`src/rtl/bp_table_ctrl.sv`:
```
// bp_table_ctrl: sequencer/arbiter for the 2-bit branch-predictor counter table.
// One single-port RAM is shared between fetch lookups and resolved-branch updates.
// Updates are queued and applied as read-modify-write; reset/flush clears the table
// with a one-entry-per-cycle sweep.
module bp_table_ctrl #(
  parameter int unsigned IDX_BITS   = 10,
  parameter int unsigned UPD_DEPTH  = 4,
  parameter int unsigned STARVE_MAX = 8,
  parameter logic [1:0]  INIT_VAL   = 2'b00
) (
  input  logic                CLK,
  input  logic                RESET,
  input  logic                flush,
  input  logic                lk_valid,
  input  logic [31:0]         lk_pc,
  output logic                lk_ready,
  output logic                pred_valid,
  output logic                pred_taken,
  input  logic                upd_valid,
  input  logic [31:0]         upd_pc,
  input  logic                upd_taken,
  output logic                upd_ready,
  output logic                init_done,
  output logic                tbl_en,
  output logic                tbl_we,
  output logic [IDX_BITS-1:0] tbl_addr,
  output logic [1:0]          tbl_wdata,
  input  logic [1:0]          tbl_rdata
);

  localparam int unsigned PW = $clog2(UPD_DEPTH);
  localparam int unsigned CW = PW + 1;
  localparam int unsigned SW = $clog2(STARVE_MAX + 1);
  localparam logic [CW-1:0] FULL_CNT   = CW'(UPD_DEPTH);
  localparam logic [SW-1:0] STARVE_LIM = SW'(STARVE_MAX);

  typedef enum logic [1:0] {
    S_INIT,
    S_IDLE,
    S_RMW_RD,
    S_RMW_WR
  } state_t;

  state_t              state;
  logic                armed;
  logic [IDX_BITS-1:0] sweep_ptr;

  logic [IDX_BITS-1:0] fifo_idx   [UPD_DEPTH];
  logic                fifo_taken [UPD_DEPTH];
  logic [PW-1:0]       wr_ptr;
  logic [PW-1:0]       rd_ptr;
  logic [CW-1:0]       count;
  logic [SW-1:0]       starve;

  logic [IDX_BITS-1:0] rmw_idx;
  logic                rmw_taken;
  logic [1:0]          rmw_val;
  logic [1:0]          rmw_next;
  logic                pred_q;

  logic [IDX_BITS-1:0] lk_idx;
  logic [IDX_BITS-1:0] upd_idx;
  logic                fifo_full;
  logic                fifo_empty;
  logic                forced;
  logic                lk_take;
  logic                pop;
  logic                push;
  logic                unused_pc_bits;

  assign lk_idx  = lk_pc[IDX_BITS+1:2];
  assign upd_idx = upd_pc[IDX_BITS+1:2];
  assign unused_pc_bits = ^{lk_pc[31:IDX_BITS+2], lk_pc[1:0],
                            upd_pc[31:IDX_BITS+2], upd_pc[1:0]};

  assign fifo_full  = (count == FULL_CNT);
  assign fifo_empty = (count == '0);
  // Drain is only ever forced with something queued, so the pop below is always legal.
  assign forced     = !fifo_empty && (fifo_full || (starve == STARVE_LIM));

  assign lk_ready   = (state == S_IDLE) && !forced;
  assign upd_ready  = !fifo_full && (state != S_INIT) && !flush;
  assign lk_take    = lk_valid && lk_ready;
  assign pop        = (state == S_IDLE) && !lk_take && !fifo_empty;
  assign push       = upd_valid && upd_ready;

  assign pred_valid = pred_q;
  assign pred_taken = pred_q & tbl_rdata[1];

  // Saturating 2-bit counter step applied to the value read during RMW_RD.
  always_comb begin
    rmw_next = tbl_rdata;
    if (rmw_taken) begin
      if (tbl_rdata != 2'b11) rmw_next = tbl_rdata + 2'b01;
    end else begin
      if (tbl_rdata != 2'b00) rmw_next = tbl_rdata - 2'b01;
    end
  end

  // Table port mux: sweep write, lookup/update read, or RMW write-back.
  always_comb begin
    tbl_en    = 1'b0;
    tbl_we    = 1'b0;
    tbl_addr  = '0;
    tbl_wdata = '0;
    unique case (state)
      S_INIT: begin
        if (armed) begin
          tbl_en    = 1'b1;
          tbl_we    = 1'b1;
          tbl_addr  = sweep_ptr;
          tbl_wdata = INIT_VAL;
        end
      end
      S_IDLE: begin
        if (pop) begin
          tbl_en   = 1'b1;
          tbl_addr = fifo_idx[rd_ptr];
        end else if (lk_take) begin
          tbl_en   = 1'b1;
          tbl_addr = lk_idx;
        end
      end
      S_RMW_RD: begin
      end
      S_RMW_WR: begin
        // A flush in the write-back cycle aborts the update.
        if (!flush) begin
          tbl_en    = 1'b1;
          tbl_we    = 1'b1;
          tbl_addr  = rmw_idx;
          tbl_wdata = rmw_val;
        end
      end
      default: begin
      end
    endcase
  end

  // Update FIFO storage (contents need no reset; count/pointers define validity).
  always_ff @(posedge CLK) begin
    if (push) begin
      fifo_idx[wr_ptr]   <= upd_idx;
      fifo_taken[wr_ptr] <= upd_taken;
    end
  end

  // Sequencer FSM, FIFO pointers, starvation counter and prediction-valid register.
  always_ff @(posedge CLK or negedge RESET) begin
    if (!RESET) begin
      state     <= S_INIT;
      armed     <= 1'b0;
      sweep_ptr <= '0;
      wr_ptr    <= '0;
      rd_ptr    <= '0;
      count     <= '0;
      starve    <= '0;
      rmw_idx   <= '0;
      rmw_taken <= 1'b0;
      rmw_val   <= '0;
      pred_q    <= 1'b0;
      init_done <= 1'b0;
    end else begin
      // A lookup accepted in the flush cycle still returns its prediction.
      pred_q <= lk_take;
      if (flush) begin
        state     <= S_INIT;
        sweep_ptr <= '0;
        wr_ptr    <= '0;
        rd_ptr    <= '0;
        count     <= '0;
        starve    <= '0;
        init_done <= 1'b0;
      end else begin
        if (push) wr_ptr <= wr_ptr + 1'b1;
        if (pop)  rd_ptr <= rd_ptr + 1'b1;
        unique case ({push, pop})
          2'b10:   count <= count + 1'b1;
          2'b01:   count <= count - 1'b1;
          default: begin
          end
        endcase

        unique case (state)
          S_INIT: begin
            // First cycle out of reset only arms the sweep so the port stays quiet under reset.
            if (!armed) begin
              armed <= 1'b1;
            end else begin
              sweep_ptr <= sweep_ptr + 1'b1;
              if (sweep_ptr == '1) begin
                state     <= S_IDLE;
                init_done <= 1'b1;
              end
            end
          end
          S_IDLE: begin
            if (pop) begin
              rmw_idx   <= fifo_idx[rd_ptr];
              rmw_taken <= fifo_taken[rd_ptr];
              state     <= S_RMW_RD;
            end else if (lk_take && !fifo_empty) begin
              starve <= starve + 1'b1;
            end
          end
          S_RMW_RD: begin
            rmw_val <= rmw_next;
            state   <= S_RMW_WR;
          end
          S_RMW_WR: begin
            starve <= '0;
            state  <= S_IDLE;
          end
          default: state <= S_INIT;
        endcase
      end
    end
  end

endmodule

```
`config.mk`:
```
export PLATFORM = sky130hd
export DESIGN_NAME = bp_table_ctrl
export DESIGN_NICKNAME = d
export VERILOG_FILES = /design/src/rtl/bp_table_ctrl.sv
export SDC_FILE = /design/constraint.sdc
export NUM_CORES = 1
export LEC_CHECK = 0
export BUFFER_PORTS_ARGS = -buffer_cell sky130_fd_sc_hd__buf_4
export CAP_MARGIN = 20
export CORE_UTILIZATION = 25
export DETAILED_ROUTE_END_ITERATION = 8
export PLACE_DENSITY = 0.46
export SYNTH_ARGS = -nofsm -noshare
export SYNTH_HDL_FRONTEND = slang
export SYNTH_SLANG_ARGS = --single-unit
```
`constraint.sdc`:
```
create_clock -name CLK -period 2.8 [get_ports CLK]
set_clock_uncertainty 0.05 [all_clocks]
set_input_delay 0.14 -clock CLK [delete_from_list [all_inputs] [get_ports CLK]]
set_output_delay 0.14 -clock CLK [all_outputs]
set_load 0.01 [all_outputs]
```
==> impl_metrics.env, run 1 <==
export IMPL_insertion_delay_ns=0.34
export IMPL_setup_viol=0
export IMPL_routed_via_density=4.51
export IMPL_post_route_drc_count=0
export IMPL_finalMaxSlewViolations=0
export IMPL_hold_buffers=12
export IMPL_rrSetupSlack_ns=0.38
export IMPL_nets=450
export IMPL_irDropWorstVdd_uv=530
export IMPL_synth_edff_count=44
export IMPL_hold_viol=0
export IMPL_antenna_found_initial=0
export IMPL_tns_ns=0
export IMPL_htree_num_levels=3
export IMPL_clockBufferDepth=2
export IMPL_wirelength_met1_um=4020
export IMPL_tightestPinTransition_ns=0.598
export IMPL_first_global_vias=2640
export IMPL_avgSynthCellArea_sq_um=13.2
export IMPL_die_x_um=128
export IMPL_drive_above_1_share_pct=26.1
export IMPL_max_cap_viol_count=0
export IMPL_crit_path_start="starve[0]$_DFFE_PN0P_"
export IMPL_worstReg2RegStart="state[0]$_DFFE_PN0P_"
export IMPL_drt_wl_total_um=8770
export IMPL_period_share_pct=92.5
export IMPL_dieArea_sq_um=16400
export IMPL_path_clk_slew_ns=0.07
export IMPL_max_freq_mhz=386
export IMPL_pin_count=91
export IMPL_n_fill_cell=1582
export IMPL_synth_distinct_cells=54
export IMPL_highest_layer="met4"
export IMPL_numCtsBuffers=9
export IMPL_antennaDiodeCount=0
export IMPL_area_growth_pct=25.6
export IMPL_whs_path_depth=3
export IMPL_grt_max_degree=40
export IMPL_leakagePower_nw=1.91
export IMPL_start_util_pct=25.9
export IMPL_track_usage_pct=11.7
export IMPL_root_buffer="clkbuf_16"
export IMPL_wl_met2_um=4340
export IMPL_grt_pass1_wl_um=14400
export IMPL_setup_worst_path_class="reg -> out"
export IMPL_hpwl_um=6050
export IMPL_io_buffers=46
export IMPL_rsz0062_at_grt="no"
export IMPL_endpoint="tbl_addr[4]"
export IMPL_antenna_violating_nets_post_route=0
export IMPL_drt_iter0_markers=152
export IMPL_rr_worst_depth=9
export IMPL_fp_row_count=45
export IMPL_via_count=2624
export IMPL_syn_inst=300
export IMPL_cts_resized=0
export IMPL_grt_remaining_overflow=0
export IMPL_ys_flop_type="edfxtp_1"
export IMPL_required_ns=2.61
export IMPL_core_area_sq_um=15300
export IMPL_ys_seq_area_share_pct=57.9
export IMPL_hold_class="in -> reg"
export IMPL_worstReg2RegEnd="count[2]$_DFFE_PN0P_"
export IMPL_tritoncts="built"
export IMPL_fp_dieH_um=128
export IMPL_netlist_area_sq_um=3970
export IMPL_met3WireLength_um=279
export IMPL_ys_ff_latch=83
export IMPL_path_max_fanout=15
export IMPL_post_cts_buffers=0
export IMPL_slew_headroom_pct=60.1
export IMPL_period_minus_slack_ns=2.59
export IMPL_power_density_nw_per_um2=848
export IMPL_crit_path_start_kind="register"
export IMPL_async_flop_share_pct=47.0
export IMPL_yosysWarnings=0
export IMPL_worst_setup_path_end_kind="output port"
export IMPL_final_core_util_pct=32.5
export IMPL_cts_sinks=83
export IMPL_routabilityCongestion=0.729
export IMPL_outcome="finished clean"
export IMPL_syn_num_nets=384
export IMPL_worstPathArrival_ns=2.40
export IMPL_wl_per_cell_um=15.1
export IMPL_firstDrtPassIters=4
[logic make-up after synthesis]
kind of cell / share of synthesized area (%)
AOI/OAI and AO/OA: 9.75
and+or+nand+nor: 10.8
adders and majority gates: 4.23
buffers and inverters: 3.15
xor gates and xnor gates: 3.12
muxes: 11.0
DFF: 57.9
[cell usage in the layout (no fill, tap or decap), types with 3 or more instances in the layout]
master,instances
xnor2_1,8
nor4_1,3
nand4_1,4
edfxtp_1,44
inv_6,4
nand3_1,5
clkbuf_16,9
nand2_1,25
a211oi_1,3
a31oi_1,3
mux4_2,11
a222oi_1,10
and2_1,6
dlygate4sd3_1,12
dfrtp_1,39
nor2_1,24
nor2b_1,3
mux2_1,11
ha_1,11
a21oi_1,21
nor3_1,5
inv_1,10
mux2_2,4
buf_4,58
xor2_1,3
[report_power, final]
part / switching, W / internal, W
clock network: 0.000511 / 0.000618
logic: 0.000760 / 0.000698
registers: 0.000151 / 0.00149
[cell usage after synthesis, types with 4 or more instances]
| cell | instances | area, sq um |
|---|---|---|
| edfxtp_1 | 44 | 1320 |
| dfrtp_1 | 39 | 976 |
| nand2_1 | 25 | 93.8 |
| nor2_1 | 24 | 90.1 |
| a21oi_1 | 21 | 105 |
| ha_1 | 11 | 138 |
| mux2_1 | 11 | 124 |
| mux4_2 | 11 | 248 |
| a222oi_1 | 10 | 100 |
| inv_1 | 10 | 37.5 |
| xnor2_1 | 8 | 70.1 |
| and2_1 | 6 | 37.5 |
| clkbuf_1 | 5 | 18.8 |
| nand3_1 | 5 | 25.0 |
| nor3_1 | 5 | 25.0 |
| buf_2 | 4 | 20.0 |
| mux2_2 | 4 | 45.0 |
| nand4_1 | 4 | 25.0 |
[through the flow]
stage / power (W) / cell area, sq um / cells / hold slack, ns / setup slack (ns)
2_1_floorplan: 0.00262 / 3970 / 300 / -0.206 / 0.443
3_3_place_gp: 0.00312 / 4580 / 554 / 0.118 / 0.387
3_5_place_dp: 0.00314 / 4580 / 554 / 0.120 / 0.374
4_1_cts: 0.00430 / 4980 / 582 / 0.123 / 0.160
5_1_grt: 0.00451 / 4980 / 582 / 0.133 / 0.0388
6_report: 0.00423 / 4980 / 582 / 0.133 / 0.210
[worst min-delay path by stage]
| stage | start | to |
|---|---|---|
| after floorplan | RESET | armed$_DFFE_PN0P_ |
| after global placement | RESET | sweep_ptr[7]$_DFFE_PN0P_ |
| after detailed placement | RESET | sweep_ptr[5]$_DFFE_PN0P_ |
| after CTS | tbl_rdata[0] | rmw_val[1]$_DFFE_PN0P_ |
| after global routing | tbl_rdata[0] | rmw_val[1]$_DFFE_PN0P_ |
| final | tbl_rdata[0] | rmw_val[1]$_DFFE_PN0P_ |
[final cells by class]
type                       instances  area, sq um  share of cell area (%)
clock buffer                       9          225                    4.52
clock inverter                     7         58.8                    1.18
inverter                          10         37.5                   0.753
multi-input combinational        192         1540                    31.0
sequential                        83         2300                    46.1
tap                              211          264                    5.30
timing repair buffer              70          556                    11.2
[sequential cells by signal, summed over array words and instances (netlist names)]
name / flops
sweep_ptr: 10
wr_ptr: 2
armed: 1
fifo_taken: 4
rd_ptr: 2
rmw_idx: 10
starve: 4
rmw_taken: 1
count: 3
rmw_val: 2
fifo_idx: 40
state: 2
pred_valid: 1
init_done: 1
[per-layer routing]
| layer | up-vias | global-route usage [%] |
|---|---|---|
| met5 | - | 0 |
| li1 | 1268 | - |
| met1 | 1304 | 15.2 |
| met3 | 9 | 2.38 |
| met2 | 43 | 19.1 |
| met4 | 0 | 4.57 |
[worst max-delay path, cell delays in order (launching register included)]
cell	delay, ns
dfrtp_1	0.43
inv_1	0.08
ha_1	0.20
and3b_1	0.21
buf_4	0.17
o21a_4	0.30
a222oi_1	0.38
a21oi_1	0.13
buf_4	0.16
Power figures use the tool's default switching activity.
==> run 2, diff against run 1 <==
Settings changed: ABC_AREA set to 1.
==> run 2 against run 1 <==
  * Total power shrank 6.9%
  * Die area grew 3.8%
  * Via count grew 22%
  * Critical path type unchanged
==> impl_metrics.env, run 2 <==
export IMPL_outcome="finished clean"
export IMPL_max_cap_viol_count=0
export IMPL_clock_power_share_pct=31.1
export IMPL_power_density_nw_per_um2=768
export IMPL_drive_above_1_share_pct=18.4
export IMPL_fp_row_count=46
export IMPL_path_max_fanout=11
export IMPL_io_buffers=46
export IMPL_slew_headroom_pct=61.3
export IMPL_grt_busiest_layer="met2"
export IMPL_worst_setup_path_end_kind="output port"
export IMPL_grt_pass1_wl_um=16600
export IMPL_regMostFlops="fifo_idx"
export IMPL_ys_seq_area_share_pct=55.8
export IMPL_final_core_util_pct=32.0
export IMPL_finalMaxSlewViolations=0
export IMPL_numCtsBuffers=9
export IMPL_wl_per_cell_um=14.1
export IMPL_post_route_drc_count=0
export IMPL_async_flop_share_pct=47.0
export IMPL_setup_viol=0
export IMPL_firstDrtPassIters=6
export IMPL_worstPathArrival_ns=2.33
export IMPL_combPwrFrac_pct=29.0
export IMPL_hold_class="in -> reg"
export IMPL_leakagePower_nw=2.21
export IMPL_routabilityCongestion=0.807
export IMPL_setup_ws_ns=0.276
export IMPL_area_growth_pct=24.4
export IMPL_track_usage_pct=13.1
export IMPL_grt_remaining_overflow=0
export IMPL_nets=584
export IMPL_synth_edff_count=44
export IMPL_yosysWarnings=0
export IMPL_slowest_stage="dfrtp_1"
export IMPL_irDropWorstVdd_uv=330
export IMPL_dieArea_sq_um=17000
export IMPL_synthMuxAreaShare_pct=0
export IMPL_ys_flop_type="edfxtp_1"
export IMPL_antenna_violating_nets_post_route=0
export IMPL_period_share_pct=90.1
export IMPL_core_area_sq_um=16000
export IMPL_pin_count=91
export IMPL_synth_xor_area_share_pct=0.213
export IMPL_seqPwrFrac_pct=39.9
export IMPL_die_x_um=130
export IMPL_yosys_cell_count_top_type="nand2_1"
export IMPL_netlist_area_sq_um=4120
export IMPL_crit_chain="inv_1, ha_1, inv_1, a21oi_4, nand3_4, inv_1, nand2_1, a31oi_1, buf_4"
export IMPL_via_count=3189
export IMPL_path_clk_slew_ns=0.06
export IMPL_synth_adder_area_share_pct=3.83
export IMPL_grt_max_degree=40
export IMPL_start_util_pct=25.7
export IMPL_final_cell_mix="nand2_1 (92), inv_1 (54), buf_4 (54), nor2_1 (47), edfxtp_1 (44)"
export IMPL_final_common_cell="nand2_1"
export IMPL_htree_num_levels=3
export IMPL_top_regs="fifo_idx: 40 flops, rmw_idx: 10 flops, sweep_ptr: 10 flops"
export IMPL_avgSynthCellArea_sq_um=9.42
export IMPL_required_ns=2.61
export IMPL_hold_viol=0
export IMPL_synth_compound_area_share_pct=12.2
export IMPL_yosys_area_share_simple_pct=20.2
export IMPL_syn_inst=437
export IMPL_netlist_top_cells_count="nand2_1 (92), inv_1 (54), nor2_1 (47)"
export IMPL_power_total_w=0.00393
export IMPL_drt_wl_total_um=10100
export IMPL_yosys_top_cells_area="edfxtp_1 (32%), dfrtp_1 (24%), nand2_1 (8.4%)"
export IMPL_switchingPower_w=0.00134
export IMPL_cpPeakStageDelay_ns=0.42
export IMPL_routed_via_density=4.42
export IMPL_yosysTopAreaCell="edfxtp_1"
export IMPL_crit_path_start_kind="register"
export IMPL_tns_ns=0
export IMPL_place_worst_setup_slack_ns=0.377
export IMPL_rsz0062_at_grt="no"
export IMPL_tritoncts="built"
export IMPL_period_minus_slack_ns=2.52
export IMPL_grt_use_met3_pct=3.03
export IMPL_insertion_delay_ns=0.34
export IMPL_ys_ff_latch=83
export IMPL_fp_dieH_um=130
export IMPL_antenna_found_initial=0
export IMPL_drt_iter0_markers=153
export IMPL_syn_num_nets=521
export IMPL_first_global_vias=3235
export IMPL_synth_top_area_share_pct=32.1
export IMPL_grtUsageMet2_pct=21.3
export IMPL_grtUsageMet1_pct=16.6
export IMPL_post_cts_buffers=0
export IMPL_tightestPinTransition_ns=0.581
export IMPL_root_buffer="clkbuf_16"
export IMPL_switching_share_pct=34.0
export IMPL_hpwl_um=7000
export IMPL_path_delay_family="buffers and inverters"
export IMPL_largest_reg_flops=40
export IMPL_synth_top_family_by_area="simple AND/OR/NAND/NOR gates"
export IMPL_clockBufferDepth=2
export IMPL_max_freq_mhz=396
export IMPL_synth_distinct_cells=41
export IMPL_cts_sinks=83
export IMPL_critPathBufInv=4
export IMPL_holdWs_ns=0.0238
export IMPL_setup_worst_path_class="reg -> out"
export IMPL_antennaDiodeCount=0
export IMPL_cpMostUsedCell="inv_1"
export IMPL_internal_power_w=0.00260
run 2: cell count changes after synthesis, sizes merged, moves of 10 or more:
cell / previous run / this run
nand2: 25 / 95
inv: 10 / 58
o21ai: 4 / 48
nor2: 24 / 51
o22ai: 0 / 18
mux2: 15 / 0
nand3: 5 / 19
a21oi: 21 / 10
mux4: 11 / 0
a222oi: 10 / 0
run 2: final timing paths:
| check | from | to | slack (ns) | cells past startpoint |
|---|---|---|---|---|
| max in group asynchronous | RESET | rmw_idx[7]$_DFFE_PN0P_ | 2.04 | 2 |
| max | state[1]$_DFFE_PN0P_ | tbl_addr[9] | 0.28 | 9 |
| max reg2reg | state[1]$_DFFE_PN0P_ | count[2]$_DFFE_PN0P_ | 0.38 | 13 |
| min | tbl_rdata[0] | rmw_val[1]$_DFFE_PN0P_ | 0.02 | 3 |
| min in group asynchronous | RESET | sweep_ptr[5]$_DFFE_PN0P_ | 0.27 | 2 |
| min reg2reg | rmw_idx[6]$_DFFE_PN0P_ | rmw_idx[6]$_DFFE_PN0P_ | 0.43 | 2 |
run 2: area by class of cell:
| type | instances | area (sq um) |
|---|---|---|
| fillers | 1713 | 10900 |
| flip-flops and latches | 83 | 2300 |
| multi-input cells | 282 | 1500 |
| repair buffers | 66 | 526 |
| well taps | 216 | 270 |
| clock buffers | 10 | 229 |
| inverters | 58 | 228 |
| clock inverters | 6 | 72.6 |
run 2: worst min-delay path, delay by kind of cell:
kind	cells	cell delay, ns
AOI/OAI and AO/OA	2	0.14
buffers and inverters	1	0.09
run 2: power by group through the flow:
stage	clock [W]	sequential (W)	combinational (W)
2_1_floorplan	0	0.00157	0.000750
3_3_place_gp	0	0.00159	0.00112
3_5_place_dp	0	0.00160	0.00114
4_1_cts	0.00125	0.00158	0.00116
5_1_grt	0.00129	0.00159	0.00129
6_report	0.00122	0.00157	0.00114
run 2: logic make-up (layout without fill, tap and decap cells):
family	count (synthesis)	in the layout
simple gates	184	184
xor+xnor	1	1
fa+ha+maj	12	12
flops	83	83
compound gates	85	85
buf+inv	72	140
run 2: metrics by stage:
stage | area, sq um | std cells
final | 5120 | 721
after global routing | 5120 | 721
after CTS | 5120 | 721
after detailed placement | 4700 | 693
after global placement | 4700 | 693
after floorplan | 4120 | 437
run 2: layer usage:
layer | vias up | routed length [um] | part of all wire [%]
met1 | 1522 | 4890 | 48
met4 | 0 | 240 | 2.4
met2 | 58 | 4650 | 46
met3 | 19 | 359 | 3.5
li1 | 1590 | - | -
met5 | - | 0 | 0
run 2: repair_timing:
| action | in CTS | in global routing |
|---|---|---|
| endpoints found under the setup margin | 0 | 0 |
| hold buffers | 12 | 0 |
| gates resized for setup | 0 | 0 |
| hold endpoints to repair | 83 | 0 |
==> run 3, diff against run 2 <==
Settings changed: CORE_UTILIZATION 25 to 54, PLACE_DENSITY 0.46 to 0.82.
==> run 3 against run 2 <==
  * Cell count down 17%
  * Non-clock buffer count down 3
  * Utilization up 34 points
  * Clock-buffer cell count down 1
  * Flip-flop and latch count unchanged
  * Sequential power about the same
  * Setup slack worse by 0.0097 ns
  * Wire length down 12%
  * Clock power down 29%
  * Critical endpoint unchanged
  * Hold slack worse by 0.0017 ns
==> impl_metrics.env, run 3 (same netlist as run 2, synthesis figures left out) <==
export IMPL_crit_path_start="state[1]$_DFFE_PN0P_"
export IMPL_final_common_cell="nand2_1"
export IMPL_cts_sinks=83
export IMPL_power_density_nw_per_um2=736
export IMPL_antennaDiodeCount=0
export IMPL_worstReg2RegEnd="count[2]$_DFFE_PN0P_"
export IMPL_period_minus_slack_ns=2.53
export IMPL_path_delay_family="buffers and inverters"
export IMPL_cpMostUsedCell="inv_1"
export IMPL_switching_share_pct=35.3
export IMPL_top_regs="fifo_idx: 40 flops, rmw_idx: 10 flops, sweep_ptr: 10 flops"
export IMPL_regMostFlops="fifo_idx"
export IMPL_worstReg2RegStart="state[1]$_DFFE_PN0P_"
export IMPL_holdWs_ns=0.0221
export IMPL_hpwl_um=5920
export IMPL_fp_row_count=31
export IMPL_path_max_fanout=11
export IMPL_area_growth_pct=17.8
export IMPL_wl_met2_um=4400
export IMPL_setup_viol=0
export IMPL_period_share_pct=90.5
export IMPL_io_buffers=46
export IMPL_insertion_delay_ns=0.35
export IMPL_cpPeakStageDelay_ns=0.43
export IMPL_final_cell_mix="nand2_1 (92), inv_1 (54), buf_4 (51), nor2_1 (47), edfxtp_1 (44)"
export IMPL_tritoncts="built"
export IMPL_nets=581
export IMPL_clock_power_share_pct=24.3
export IMPL_max_freq_mhz=395
export IMPL_drive_above_1_share_pct=18.0
export IMPL_slew_headroom_pct=55.4
export IMPL_dieArea_sq_um=7980
export IMPL_path_clk_slew_ns=0.09
export IMPL_post_cts_buffers=0
export IMPL_leakagePower_nw=2.15
export IMPL_path_depth=9
export IMPL_largest_reg_flops=40
export IMPL_combPwrFrac_pct=31.4
export IMPL_switchingPower_w=0.00126
export IMPL_max_cap_viol_count=0
export IMPL_critPathBufInv=4
export IMPL_fp_dieH_um=89.3
export IMPL_wirelength_met1_um=3850
export IMPL_grt_remaining_overflow=0
export IMPL_highest_layer="met4"
export IMPL_setup_worst_path_class="reg -> out"
export IMPL_finalMaxSlewViolations=0
export IMPL_rrSetupSlack_ns=0.39
export IMPL_met3WireLength_um=493
export IMPL_numCtsBuffers=9
export IMPL_drt_wl_total_um=8920
export IMPL_place_worst_setup_slack_ns=0.422
export IMPL_internal_power_w=0.00231
export IMPL_worst_setup_path_end_kind="output port"
export IMPL_place_inst=573
export IMPL_root_buffer="clkbuf_8"
export IMPL_setup_ws_ns=0.267
export IMPL_rsz0062_at_grt="no"
export IMPL_first_global_vias=3080
export IMPL_pin_count=91
export IMPL_htree_num_levels=3
export IMPL_crit_path_start_kind="register"
export IMPL_die_x_um=89.3
export IMPL_routabilityCongestion=0.856
export IMPL_track_usage_pct=24.2
export IMPL_core_area_sq_um=7330
export IMPL_routed_via_density=5.44
export IMPL_slowest_stage="dfrtp_1"
export IMPL_antenna_violating_nets_post_route=0
export IMPL_fin_cells=600
export IMPL_outcome="finished clean"
export IMPL_post_route_drc_count=0
export IMPL_required_ns=2.61
export IMPL_grt_max_degree=40
export IMPL_firstDrtPassIters=4
export IMPL_start_util_pct=56.2
export IMPL_tns_ns=0
export IMPL_cts_resized=0
export IMPL_drt_iter0_markers=143
export IMPL_tightestPinTransition_ns=0.668
export IMPL_crit_chain="inv_1, ha_1, inv_1, a21oi_4, nand3_4, inv_1, nand2_1, a31oi_1, buf_4"
export IMPL_via_count=3261
export IMPL_hold_class="in -> reg"
export IMPL_worstPathArrival_ns=2.34
export IMPL_seqPwrFrac_pct=44.3
export IMPL_hold_viol=0
export IMPL_irDropWorstVdd_uv=345
export IMPL_wl_per_cell_um=14.9
export IMPL_clockBufferDepth=2
export IMPL_endpoint="tbl_addr[9]"
export IMPL_rr_worst_depth=14
export IMPL_grt_pass1_wl_um=14200
export IMPL_antenna_found_initial=0
## run 3: power by group through the flow
stage          registers, W  clock network, W  logic, W
6_report            0.00158          0.000869   0.00112
5_1_grt             0.00160          0.000936   0.00126
4_1_cts             0.00158          0.000875   0.00112
3_5_place_dp        0.00160                 0   0.00110
3_3_place_gp        0.00159                 0   0.00106
2_1_floorplan       0.00157                 0  0.000750
## run 3: routing by layer
metal,up-vias,track usage (%)
met3,19,3.88
met5,-,0
met4,0,9.81
li1,1577,-
met1,1552,31.6
met2,113,40.5
## run 3: worst min-delay path by stage
stage / slack [ns] / cells past startpoint / endpoint / startpoint
floorplan: -0.21 / 0 / armed$_DFFE_PN0P_ / RESET
global placement: 0.09 / 1 / rmw_val[0]$_DFFE_PN0P_ / RESET
detailed placement: 0.09 / 1 / rmw_val[1]$_DFFE_PN0P_ / RESET
CTS: 0.02 / 2 / sweep_ptr[4]$_DFFE_PN0P_ / flush
global route: 0.02 / 2 / sweep_ptr[4]$_DFFE_PN0P_ / flush
finish: 0.02 / 2 / sweep_ptr[4]$_DFFE_PN0P_ / flush
## run 3: final cells by class
type                            instances  area, sq um
Fill cell                             565         2480
Timing Repair Buffer                   63          503
Multi-Input combinational cell        282         1500
Clock buffer                            9          124
Clock inverter                          6         72.6
Tap cell                               99          124
Inverter                               58          228
Sequential cell                        83         2300
## run 3: repair_timing
item | in CTS | in global routing
endpoints found under the setup margin | 0 | 0
hold endpoints to repair | 83 | 0
hold buffers | 12 | 0
## run 3: through the flow
| step | utilization (%) | cell area [sq um] | total power, W |
|---|---|---|---|
| 6_report | 66.2 | 4850 | 0.00357 |
| 4_1_cts | 66.2 | 4850 | 0.00357 |
| 3_3_place_gp | 61.8 | 4530 | 0.00265 |
| 2_1_floorplan | - | 4120 | 0.00232 |
| 3_5_place_dp | 61.8 | 4530 | 0.00270 |
| 5_1_grt | 66.2 | 4850 | 0.00379 |
## run 3: worst register-to-register path: stages, from the launching register on
cell     delay, ns
dfrtp_1       0.43
inv_1         0.09
ha_1          0.15
inv_1         0.13
a21oi_4       0.19
nand3_4       0.13
nand3_2       0.15
inv_1         0.07
fa_1          0.37
xor2_1        0.21
nand4_1       0.13
nand2_1       0.08
inv_1         0.04
nand2_1       0.05
nand2_1       0.04
